<file path="src/rtl/adder_pipe_pkg.sv">
// Shared types and helpers for the pipelined add/sub unit.
package adder_pipe_pkg;

  typedef enum logic {
    OP_ADD = 1'b0,
    OP_SUB = 1'b1
  } op_e;

  function automatic int chunk_w(int width, int stages);
    return width / stages;
  endfunction

  function automatic bit chunk_ok(int width, int stages);
    return (stages >= 1) && (stages <= width) &&
           ((width % stages) == 0);
  endfunction

endpackage

</file>
<file path="src/rtl/adder_pipe_stage.sv">
// One carry chunk of the pipelined adder; the a word doubles
// as the result word, lower chunks replaced by finished sums.
module adder_pipe_stage
  import adder_pipe_pkg::*;
#(
  parameter int WIDTH  = 8,
  parameter int STAGES = 2,
  parameter int IDX    = 0
) (
  input  logic             clk,
  input  logic             reset,
  input  logic             en,
  input  logic             valid,
  input  op_e              op,
  input  logic             cin,
  input  logic [WIDTH-1:0] a,
  input  logic [WIDTH-1:0] b,
  output logic             valid_q,
  output op_e              op_q,
  output logic             cout_q,
  output logic [WIDTH-1:0] a_q,
  output logic [WIDTH-1:0] b_q
);

  localparam int CHUNK = chunk_w(WIDTH, STAGES);
  localparam int LSB   = IDX * CHUNK;

  logic [CHUNK:0]   sum;
  logic [WIDTH-1:0] acc;

  always_comb begin
    sum = {1'b0, a[LSB +: CHUNK]}
        + {1'b0, b[LSB +: CHUNK]}
        + {{CHUNK{1'b0}}, cin};
    acc = a;
    acc[LSB +: CHUNK] = sum[CHUNK-1:0];
  end

  always_ff @(posedge clk) begin
    if (reset) valid_q <= 1'b0;
    else if (en) valid_q <= valid;
  end

  always_ff @(posedge clk) begin
    if (en) begin
      op_q   <= op;
      cout_q <= sum[CHUNK];
      a_q    <= acc;
      b_q    <= b;
    end
  end

endmodule

</file>
<file path="src/rtl/adder_pipe.sv">
// Pipelined WIDTH-bit add/sub with valid/ready on both sides.
// Optional clamp on overflow/borrow: define ADDER_PIPE_SAT_EN.
module adder_pipe
  import adder_pipe_pkg::*;
#(
  parameter int WIDTH  = 8,
  parameter int STAGES = 2
) (
  input  logic           clk,
  input  logic           reset,
  input  logic           in_valid,
  output logic           in_ready,
  input  logic           op,
  input  logic [WIDTH-1:0] a,
  input  logic [WIDTH-1:0] b,
  output logic           out_valid,
  input  logic           out_ready,
  output logic [WIDTH:0] c,
  output logic           sat
);

  if (!chunk_ok(WIDTH, STAGES)) begin : g_bad_cfg
    $error("adder_pipe: WIDTH must be a multiple of STAGES");
  end

  logic             en;
  logic [STAGES:0]  v;
  logic [STAGES:0]  cy;
  op_e              o  [STAGES+1];
  logic [WIDTH-1:0] as [STAGES+1];
  logic [WIDTH-1:0] bs [STAGES+1];
  logic [WIDTH:0]   raw;
  logic [WIDTH:0]   res;
  logic             sat_r;

  assign en       = !out_valid || out_ready;
  assign in_ready = en && !reset;

  assign v[0]  = in_valid && in_ready;
  assign o[0]  = op_e'(op);
  assign cy[0] = op;
  assign as[0] = a;
  assign bs[0] = (o[0] == OP_SUB) ? ~b : b;

  for (genvar k = 0; k < STAGES; k++) begin : g_stage
    adder_pipe_stage #(
      .WIDTH (WIDTH),
      .STAGES(STAGES),
      .IDX   (k)
    ) u_stage (
      .clk    (clk),
      .reset  (reset),
      .en     (en),
      .valid  (v[k]),
      .op     (o[k]),
      .cin    (cy[k]),
      .a      (as[k]),
      .b      (bs[k]),
      .valid_q(v[k+1]),
      .op_q   (o[k+1]),
      .cout_q (cy[k+1]),
      .a_q    (as[k+1]),
      .b_q    (bs[k+1])
    );
  end

  assign out_valid = v[STAGES];

  // Carry out of a subtract is the inverse of the borrow.
  assign raw = {(o[STAGES] == OP_SUB) ? ~cy[STAGES] : cy[STAGES],
                as[STAGES]};

  always_comb begin
    res   = raw;
    sat_r = 1'b0;
`ifdef ADDER_PIPE_SAT_EN
    if (raw[WIDTH]) begin
      sat_r = 1'b1;
      res   = (o[STAGES] == OP_SUB) ? '0 : {1'b0, {WIDTH{1'b1}}};
    end
`endif
  end

  assign c   = out_valid ? res : '0;
  assign sat = out_valid && sat_r;

endmodule

</file>
<file path="config.mk">
export PLATFORM = sky130hd
export DESIGN_NAME = adder_pipe
export DESIGN_NICKNAME = d
export VERILOG_FILES = /design/src/rtl/adder_pipe_pkg.sv /design/src/rtl/adder_pipe_stage.sv /design/src/rtl/adder_pipe.sv
export SDC_FILE = /design/constraint.sdc
export NUM_CORES = 1
export LEC_CHECK = 0
export CAP_MARGIN = 20
export CORE_MARGIN = 2
export CORE_UTILIZATION = 40
export CTS_CLUSTER_DIAMETER = 50
export CTS_CLUSTER_SIZE = 20
export DETAILED_ROUTE_END_ITERATION = 16
export PLACE_DENSITY = 0.76
export REMOVE_ABC_BUFFERS = 1
export SYNTH_ARGS = -nofsm -noshare
export SYNTH_HDL_FRONTEND = slang
export SYNTH_SLANG_ARGS = --single-unit
export TNS_END_PERCENT = 20
</file>
<file path="constraint.sdc">
create_clock -name clk -period 4.25 [get_ports clk]
set_clock_uncertainty 0.15 [all_clocks]
set_input_delay 0.85 -clock clk [delete_from_list [all_inputs] [get_ports clk]]
set_output_delay 0.85 -clock clk [all_outputs]
set_load 0.01 [all_outputs]
</file>
==> results.cfg, run 1 <==
[run_status]
status = finished, final reports clean

[grt]
grt_pass1_vias = 706
globalRouteTotalUtil = 0.112
grt_pass1_wl_mm = 2.90
grt_max_degree = 25
grt_overflow_total = 0
antenna_found_initial = 0

[placement]
dp.cells = 160
io_buffers = 31
place_hpwl_mm = 1.46
gp_congestion = 0.683
pre_cts_slack_ns = 1.02

[cts]
clock_latency_ns = 0.33
cts_max_level = 1
cts_buffers = 3
ctsHoldBuffers = 0
clk_pin_slew_ns = 0.12
post_cts_buffers = 0
tritoncts = built
cts_max_path_buffers = 2
root_buffer = clkbuf_4
cts_resized = 0
cts_sinks = 26

[finish]
drive_gt1_frac = 0.0500
layout.nets = 151
multiInputGateArea_um2 = 457
layout_commonest_cell = clkdlybuf4s50_1
syn2layout_area_growth_pct = 29.7
final_cells = 164
most-common-layout-cells = clkdlybuf4s50_1 (31), edfxtp_1 (24), xor2_1 (10), and2_1 (9)
diodes = 0
seqCellArea_um2 = 761
nFillCells = 262

[timing]
rsz0062_at_grt = no
maxSlewHeadroom = 0.390
hold_viol_final = 0
drv_slew = 0
fin_tns_setup_ns = 0
setup_viol = 0
worstMarginPinSlew_ns = 0.914
achievable-frequency_mhz = 318
fin_ws_ns = 1.10
post-route-period-util = 0.741
period_minus_slack_ns = 3.15

[synthesis]
synth_area_per_cell_um2 = 14.4
syn_inst = 87
synth_ff_type = edfxtp_1
mappedNetlistArea_um2 = 1250
synth.top_cell.area_share = 0.574
yosys.cell_types.count = 27
synth_area_leaders = edfxtp_1 (57%), xor2_1 (7.0%), ha_1 (6.0%), fa_1 (4.8%), and2_1 (4.5%)
synthArstFlopShare = 0
ys_ff_latch = 26
synth_edf_count = 24
synth-seq-area-share = 0.606
yosys.area.top_type = edfxtp_1
synth.yosys.warnings = 0

[hold_path]
hp-class = reg2reg

[critical_path]
cp_slowest_cell = clkdlybuf4s50_1
cp-end-kind = primary output
cpPeakStageDelay_ns = 0.54
cp-start-kind = primary input
cp.buffers_inverters = 2
path_common_cell = clkdlybuf4s50_1
crit_type = in2out
worstPathMaxFanout = 4
crit_required_ns = 3.25
crit_chain = clkdlybuf4s50_1 -> and2b_1 -> nor2_1 -> clkdlybuf4s50_1
critical_path.top_delay_family = buffers and inverters
arrival_ns = 2.15

[die]
row_count = 20
core_area_um2 = 3030
start_util = 0.414
dieArea_um2 = 3600
die_w_um = 60.0
ios = 33
fp.dieH_um = 60.0

[drt]
viasPerCell = 4.68
drtIter0Drc = 24
post_drt_wl_per_cell_um = 11.8
drc_errors = 0
dr.pass1.iters = 4
wirelength_mm = 1.94
vias = 767
ant_nets = 0

[flow_run]
maxCapViolCount = 0

[power]
leakagePower_nw = 0.639
pwr_density_cell_nw_per_um2 = 352
ir_drop_mv = 0.155
==> state kept, by name, summed over array words and instances (netlist names) <==
signal and flops:
g_stage.u_stage.valid_q 2, g_stage.u_stage.b_q 4, g_stage.u_stage.op_q 2, g_stage.u_stage.cout_q 2
g_stage.u_stage.a_q 16
==> stage by stage <==
| stage | utilization | power (mW) | hold slack (ns) | area [um2] |
|---|---|---|---|---|
| after floorplan | - | 0.418 | 0.250 | 1240 |
| after global placement | 0.529 | 0.463 | 0.251 | 1600 |
| after detailed placement | 0.529 | 0.474 | 0.257 | 1600 |
| after CTS | 0.538 | 0.578 | 0.287 | 1630 |
| after global routing | 0.538 | 0.603 | 0.307 | 1630 |
| final | 0.538 | 0.573 | 0.286 | 1630 |
==> cell type report <==
cell class / count / area share
Clock inverter: 1 / 0.00231
Timing Repair Buffer: 31 / 0.191
Clock buffer: 3 / 0.0138
Inverter: 5 / 0.0115
Sequential cell: 26 / 0.467
Tap cell: 44 / 0.0338
Multi-Input combinational cell: 54 / 0.281
==> synthesized netlist by cell type (all sizes together) (2+ instances only) <==
library cell	count
a21o	3
xnor2	2
fa	3
dfxtp	2
inv	5
and2	9
ha	6
nor2	6
xor2	10
nor2b	2
buf	2
edfxtp	24
==> path summary, 6_finish.rpt <==
kind | startpoint | endpoint | slack [ns] | depth (start not counted)
setup / recovery | out_ready | in_ready | 1.10 | 4
hold / removal | g_stage[0].u_stage.a_q[0] | g_stage[1].u_stage.a_q[0] | 0.29 | 0
setup reg to reg | g_stage[0].u_stage.a_q[4] | g_stage[1].u_stage.cout_q | 2.39 | 6
hold reg to reg | g_stage[0].u_stage.a_q[0] | g_stage[1].u_stage.a_q[0] | 0.29 | 0
==> report_power, final <==
part / leakage (nW) / total (mW) / switching, mW / internal (mW)
Sequential: 0.268 / 0.349 / 0.0140 / 0.335
Clock: 0.0154 / 0.105 / 0.0710 / 0.0345
Combinational: 0.355 / 0.119 / 0.0517 / 0.0676
==> cell families (layout without fill, tap and decap cells) <==
family                     after synthesis  count (layout)  synth area share
muxes                                    2               2            0.0169
AOI/OAI and AO/OA                        7               7            0.0449
buffers and inverters                    7              40            0.0299
DFF                                     26              26             0.606
xor gates and xnor gates                12              12            0.0837
adders and majority gates                9               9             0.108
and+or+nand+nor                         23              23             0.108
other                                    1               1           0.00299
==> metal layers <==
layer | wire, um | vias up | track usage
li1 | - | 364 | -
met5 | 0 | - | 0
met3 | 142 | 6 | 0.0368
met4 | 35 | 0 | 0.0571
met2 | 982 | 44 | 0.200
met1 | 775 | 353 | 0.115
Note: power is estimated with default switching activity, not from simulation.
==> run 2: changes to the inputs <==
==> constraint.sdc (replaced) <==
create_clock -name clk -period 3.3 [get_ports clk]
set_clock_uncertainty 0.15 [all_clocks]
set_input_delay 0.66 -clock clk [delete_from_list [all_inputs] [get_ports clk]]
set_output_delay 0.66 -clock clk [all_outputs]
set_load 0.01 [all_outputs]
==> run 2 against run 1 <==
Compared with the run above:
- design area is 0.92% higher
- worst hold slack worse by 0.0021 ns
- sequential share of layout area is 0.43 points lower
- non-clock buffer count is 2 higher
- largest cell class unchanged
- sequential power is 28% higher
==> results.cfg, run 2 (synthesized netlist as in run 1, its figures left out) <==
[grt]
globalRouteTotalUtil = 0.107
antenna_found_initial = 0
grt_overflow_total = 0
grt_max_degree = 25
grt_pass1_vias = 705
grt_pass1_wl_mm = 2.84

[finish]
nFillCells = 260
finalInstanceArea_um2 = 1640
layout_commonest_cell = clkdlybuf4s50_1
layout.nets = 153
syn2layout_area_growth_pct = 30.9
largest_reg_flops = 16
final_util = 0.543
top_regs = g_stage.u_stage.a_q (16), g_stage.u_stage.b_q (4)
final_cells = 166
diodes = 0
top_register = g_stage.u_stage.a_q
seqCellArea_um2 = 761
most-common-layout-cells = clkdlybuf4s50_1 (31), edfxtp_1 (24), xor2_1 (10), and2_1 (9)
drive_gt1_frac = 0.0656
multiInputGateArea_um2 = 457

[power]
leakagePower_nw = 0.648
p_int_mw = 0.562
power_frac_seq = 0.616
ir_drop_mv = 0.135
p_sw_mw = 0.163
clkPwrFrac = 0.177
swShare = 0.225
pwr-share-comb = 0.207
pwr_density_cell_nw_per_um2 = 441
power_mw = 0.725

[die]
row_count = 20
ios = 33
dieArea_um2 = 3600
die_w_um = 60.0
fp.dieH_um = 60.0
start_util = 0.414
core_area_um2 = 3030

[cts]
clock_latency_ns = 0.31
tritoncts = built
clk_pin_slew_ns = 0.12
cts_resized = 0
cts_max_level = 1
ctsHoldBuffers = 0
cts_max_path_buffers = 2
cts_sinks = 26
cts_buffers = 3
post_cts_buffers = 0
root_buffer = clkbuf_4

[placement]
gp_congestion = 0.722
dp.cells = 162
io_buffers = 31
pre_cts_slack_ns = 0.437
place_hpwl_mm = 1.43
postPlaceCellArea_um2 = 1620

[drt]
post_drt_wl_per_cell_um = 10.9
drc_errors = 0
drtIter0Drc = 20
vias = 743
wirelength_mm = 1.80
ant_nets = 0
viasPerCell = 4.48
dr.pass1.iters = 5

[critical_path]
cp-end-kind = primary output
worstPathMaxFanout = 4
cpPeakStageDelay_ns = 0.54
cp_slowest_cell = clkdlybuf4s50_1
cp-start-kind = primary input
arrival_ns = 1.96
crit_required_ns = 2.49
path_common_cell = clkdlybuf4s50_1
crit_chain = clkdlybuf4s50_1 -> and2b_1 -> nor2_1 -> clkdlybuf4s50_1
crit_type = in2out

[timing]
fin_tns_setup_ns = 0
post-route-period-util = 0.838
setup_viol = 0
rsz0062_at_grt = no
achievable-frequency_mhz = 362
fin_ws_ns = 0.535
period_minus_slack_ns = 2.77
drv_slew = 0
hold_viol_final = 0
holdWs_ns = 0.284

[flow_run]
maxCapViolCount = 0

[hold_path]
hp-class = reg2reg

[run_status]
status = finished, final reports clean
-- run 2: critical path: cells and delay by family --
kind	cells	cell delay, ns
AND/OR/NAND/NOR	2	0.31
buffers and inverters	2	0.99
-- run 2: routing by layer --
metal / track usage / share of wire / vias up
met4: 0.0381 / 0 / 0
met3: 0.0303 / 0.063 / 0
met2: 0.191 / 0.51 / 25
met5: 0 / 0 / -
li1: - / - / 375
met1: 0.121 / 0.42 / 343
-- run 2: path summary, 6_finish.rpt --
kind,start,endpoint,slack (ns),depth (start not counted)
max,out_ready,in_ready,0.53,4
min,g_stage[0].u_stage.a_q[0],g_stage[1].u_stage.a_q[0],0.28,0
max reg2reg,g_stage[0].u_stage.a_q[4],g_stage[1].u_stage.cout_q,1.45,6
min reg2reg,g_stage[0].u_stage.a_q[0],g_stage[1].u_stage.a_q[0],0.28,0
-- run 2: area by class of cell --
class                      count  area share
clock inverter                 1     0.00228
inverter                       5      0.0114
timing repair buffer          33       0.198
sequential                    26       0.463
tap                           44      0.0335
clock buffer                   3      0.0137
multi-input combinational     54       0.278
-- run 2: power groups by stage --
stage          Sequential [mW]  Combinational (mW)  Clock [mW]
2_1_floorplan            0.450              0.0884           0
3_3_place_gp             0.453               0.146           0
3_5_place_dp             0.456               0.152           0
4_1_cts                  0.448               0.152       0.138
5_1_grt                  0.452               0.168       0.150
6_report                 0.447               0.150       0.129
==> run 3: changes to the inputs <==
--- a/config.mk
+++ b/config.mk
@@ -11,7 +11,7 @@
 export CTS_CLUSTER_DIAMETER = 50
 export CTS_CLUSTER_SIZE = 20
 export DETAILED_ROUTE_END_ITERATION = 16
-export PLACE_DENSITY = 0.76
+export PLACE_DENSITY = 0.78
 export REMOVE_ABC_BUFFERS = 1
 export SYNTH_ARGS = -nofsm -noshare
 export SYNTH_HDL_FRONTEND = slang
==> constraint.sdc (replaced) <==
create_clock -name clk -period 2.45 [get_ports clk]
set_clock_uncertainty 0.15 [all_clocks]
set_input_delay 0.49 -clock clk [delete_from_list [all_inputs] [get_ports clk]]
set_output_delay 0.49 -clock clk [all_outputs]
set_load 0.01 [all_outputs]
==> run 3 against run 2 <==
Compared with the run above:
- worst setup slack worse by 0.46 ns
- flip-flop and latch count stayed put
- total power is 37% higher
- die area stayed put
==> results.cfg, run 3 (synthesized netlist as in run 1, its figures left out) <==
[finish]
syn2layout_area_growth_pct = 35.5
top_regs = g_stage.u_stage.a_q (16), g_stage.u_stage.b_q (4)
final_cells = 172
most-common-layout-cells = clkdlybuf4s50_1 (31), edfxtp_1 (24), xor2_1 (10), and2_1 (9), buf_4 (7)
largest_reg_flops = 16
diodes = 0
layout_commonest_cell = clkdlybuf4s50_1
layout.nets = 159
top_register = g_stage.u_stage.a_q
drive_gt1_frac = 0.109

[die]
row_count = 20
fp.dieH_um = 60.0
ios = 33
die_w_um = 60.0
start_util = 0.414
core_area_um2 = 3030
dieArea_um2 = 3600

[grt]
globalRouteTotalUtil = 0.106
grt_overflow_total = 0
use_met2 = 0.196
grt.busiest_layer = met2
antenna_found_initial = 0
grt_use_met1 = 0.106
grt_max_degree = 25
grt_pass1_vias = 708
grtUsageMet3 = 0.0281
grt_pass1_wl_mm = 2.75

[timing]
hold_viol_final = 0
rsz0062_at_grt = no
holdWs_ns = 0.285
achievable-frequency_mhz = 421
post-route-period-util = 0.970
setup_viol = 0
period_minus_slack_ns = 2.38
drv_slew = 0

[drt]
ant_nets = 0
drc_errors = 0
vias = 755
drtIter0Drc = 33
post_drt_wl_per_cell_um = 10.2
dr.pass1.iters = 3
wirelength_mm = 1.76
viasPerCell = 4.39

[hold_path]
hp-class = reg2reg
hold_path.startpoint = g_stage[0].u_stage.a_q[0]
min_path_cells = 0

[cts]
tritoncts = built
cts_max_path_buffers = 2
cts_buffers = 3
clock_latency_ns = 0.31
root_buffer = clkbuf_4
cts_max_level = 1
clk_pin_slew_ns = 0.12
ctsHoldBuffers = 0
post_cts_buffers = 0
cts_resized = 0
cts_sinks = 26

[power]
leakagePower_nw = 0.684
ir_drop_mv = 0.249
power_mw = 0.993
pwr_density_cell_nw_per_um2 = 584

[critical_path]
cp-start-kind = primary input
crit_type = in2out
crit_required_ns = 1.81
cp-end-kind = primary output
worstPathMaxFanout = 2
regToRegStartpoint = g_stage[0].u_stage.a_q[4]
timing.reg2reg.worst_path_depth = 6
arrival_ns = 1.74
crit_start = out_ready

[run_status]
status = finished, final reports clean

[flow_run]
maxCapViolCount = 0

[placement]
dp.cells = 168
gp_congestion = 0.764
io_buffers = 31
place_hpwl_mm = 1.42
==> run 3: cell types whose count changed in the layout (fill, tap and decap cells not counted) <==
cell    delta
buf_4      +5
buf_12     +1
==> run 3: final timing paths <==
check                           slack [ns]                         to
worst max-delay path                  0.07                   in_ready
worst min-delay path                  0.28  g_stage[1].u_stage.a_q[0]
worst max register to register        0.65  g_stage[1].u_stage.cout_q
worst min register to register        0.28  g_stage[1].u_stage.a_q[0]
==> run 3: layout make-up <==
cell class                      instances  area [um2]
Multi-Input combinational cell         54         457
Sequential cell                        26         761
Fill cell                             265        1330
Tap cell                               44        55.1
Inverter                                5        18.8
Clock inverter                          1        3.75
Clock buffer                            3        22.5
Timing Repair Buffer                   39         383
==> run 3: worst max-delay path, cell delays in order <==
cell and delay [ns]:
clkdlybuf4s50_1 0.45, and2b_1 0.18, nor2_1 0.08, clkdlybuf4s50_1 0.53
==> run 3: metrics by stage <==
| step | utilization | worst slack, ns | TNS [ns] | cell area [um2] |
|---|---|---|---|---|
| after detailed placement | 0.553 | -0.225 | -0.436 | 1670 |
| after global routing | 0.562 | 0.0313 | 0 | 1700 |
| after global placement | 0.553 | -0.139 | -0.254 | 1670 |
| after CTS | 0.562 | 0.0672 | 0 | 1700 |
| final | 0.562 | 0.0726 | 0 | 1700 |
| after floorplan | - | 0.457 | 0 | 1240 |
==> run 3: metal layers <==
layer | wire length, um | part of all wire | up-vias
li1 | - | - | 385
met1 | 729 | 0.42 | 340
met2 | 903 | 0.51 | 28
met3 | 105 | 0.060 | 2
met4 | 17 | 0.0097 | 0
met5 | 0 | 0 | -
==> run 3: power by group <==
group	internal [mW]	total [mW]	switching (mW)	leakage, nW
logic	0.130	0.218	0.0883	0.400
registers	0.580	0.601	0.0209	0.268
clock network	0.0595	0.174	0.114	0.0154
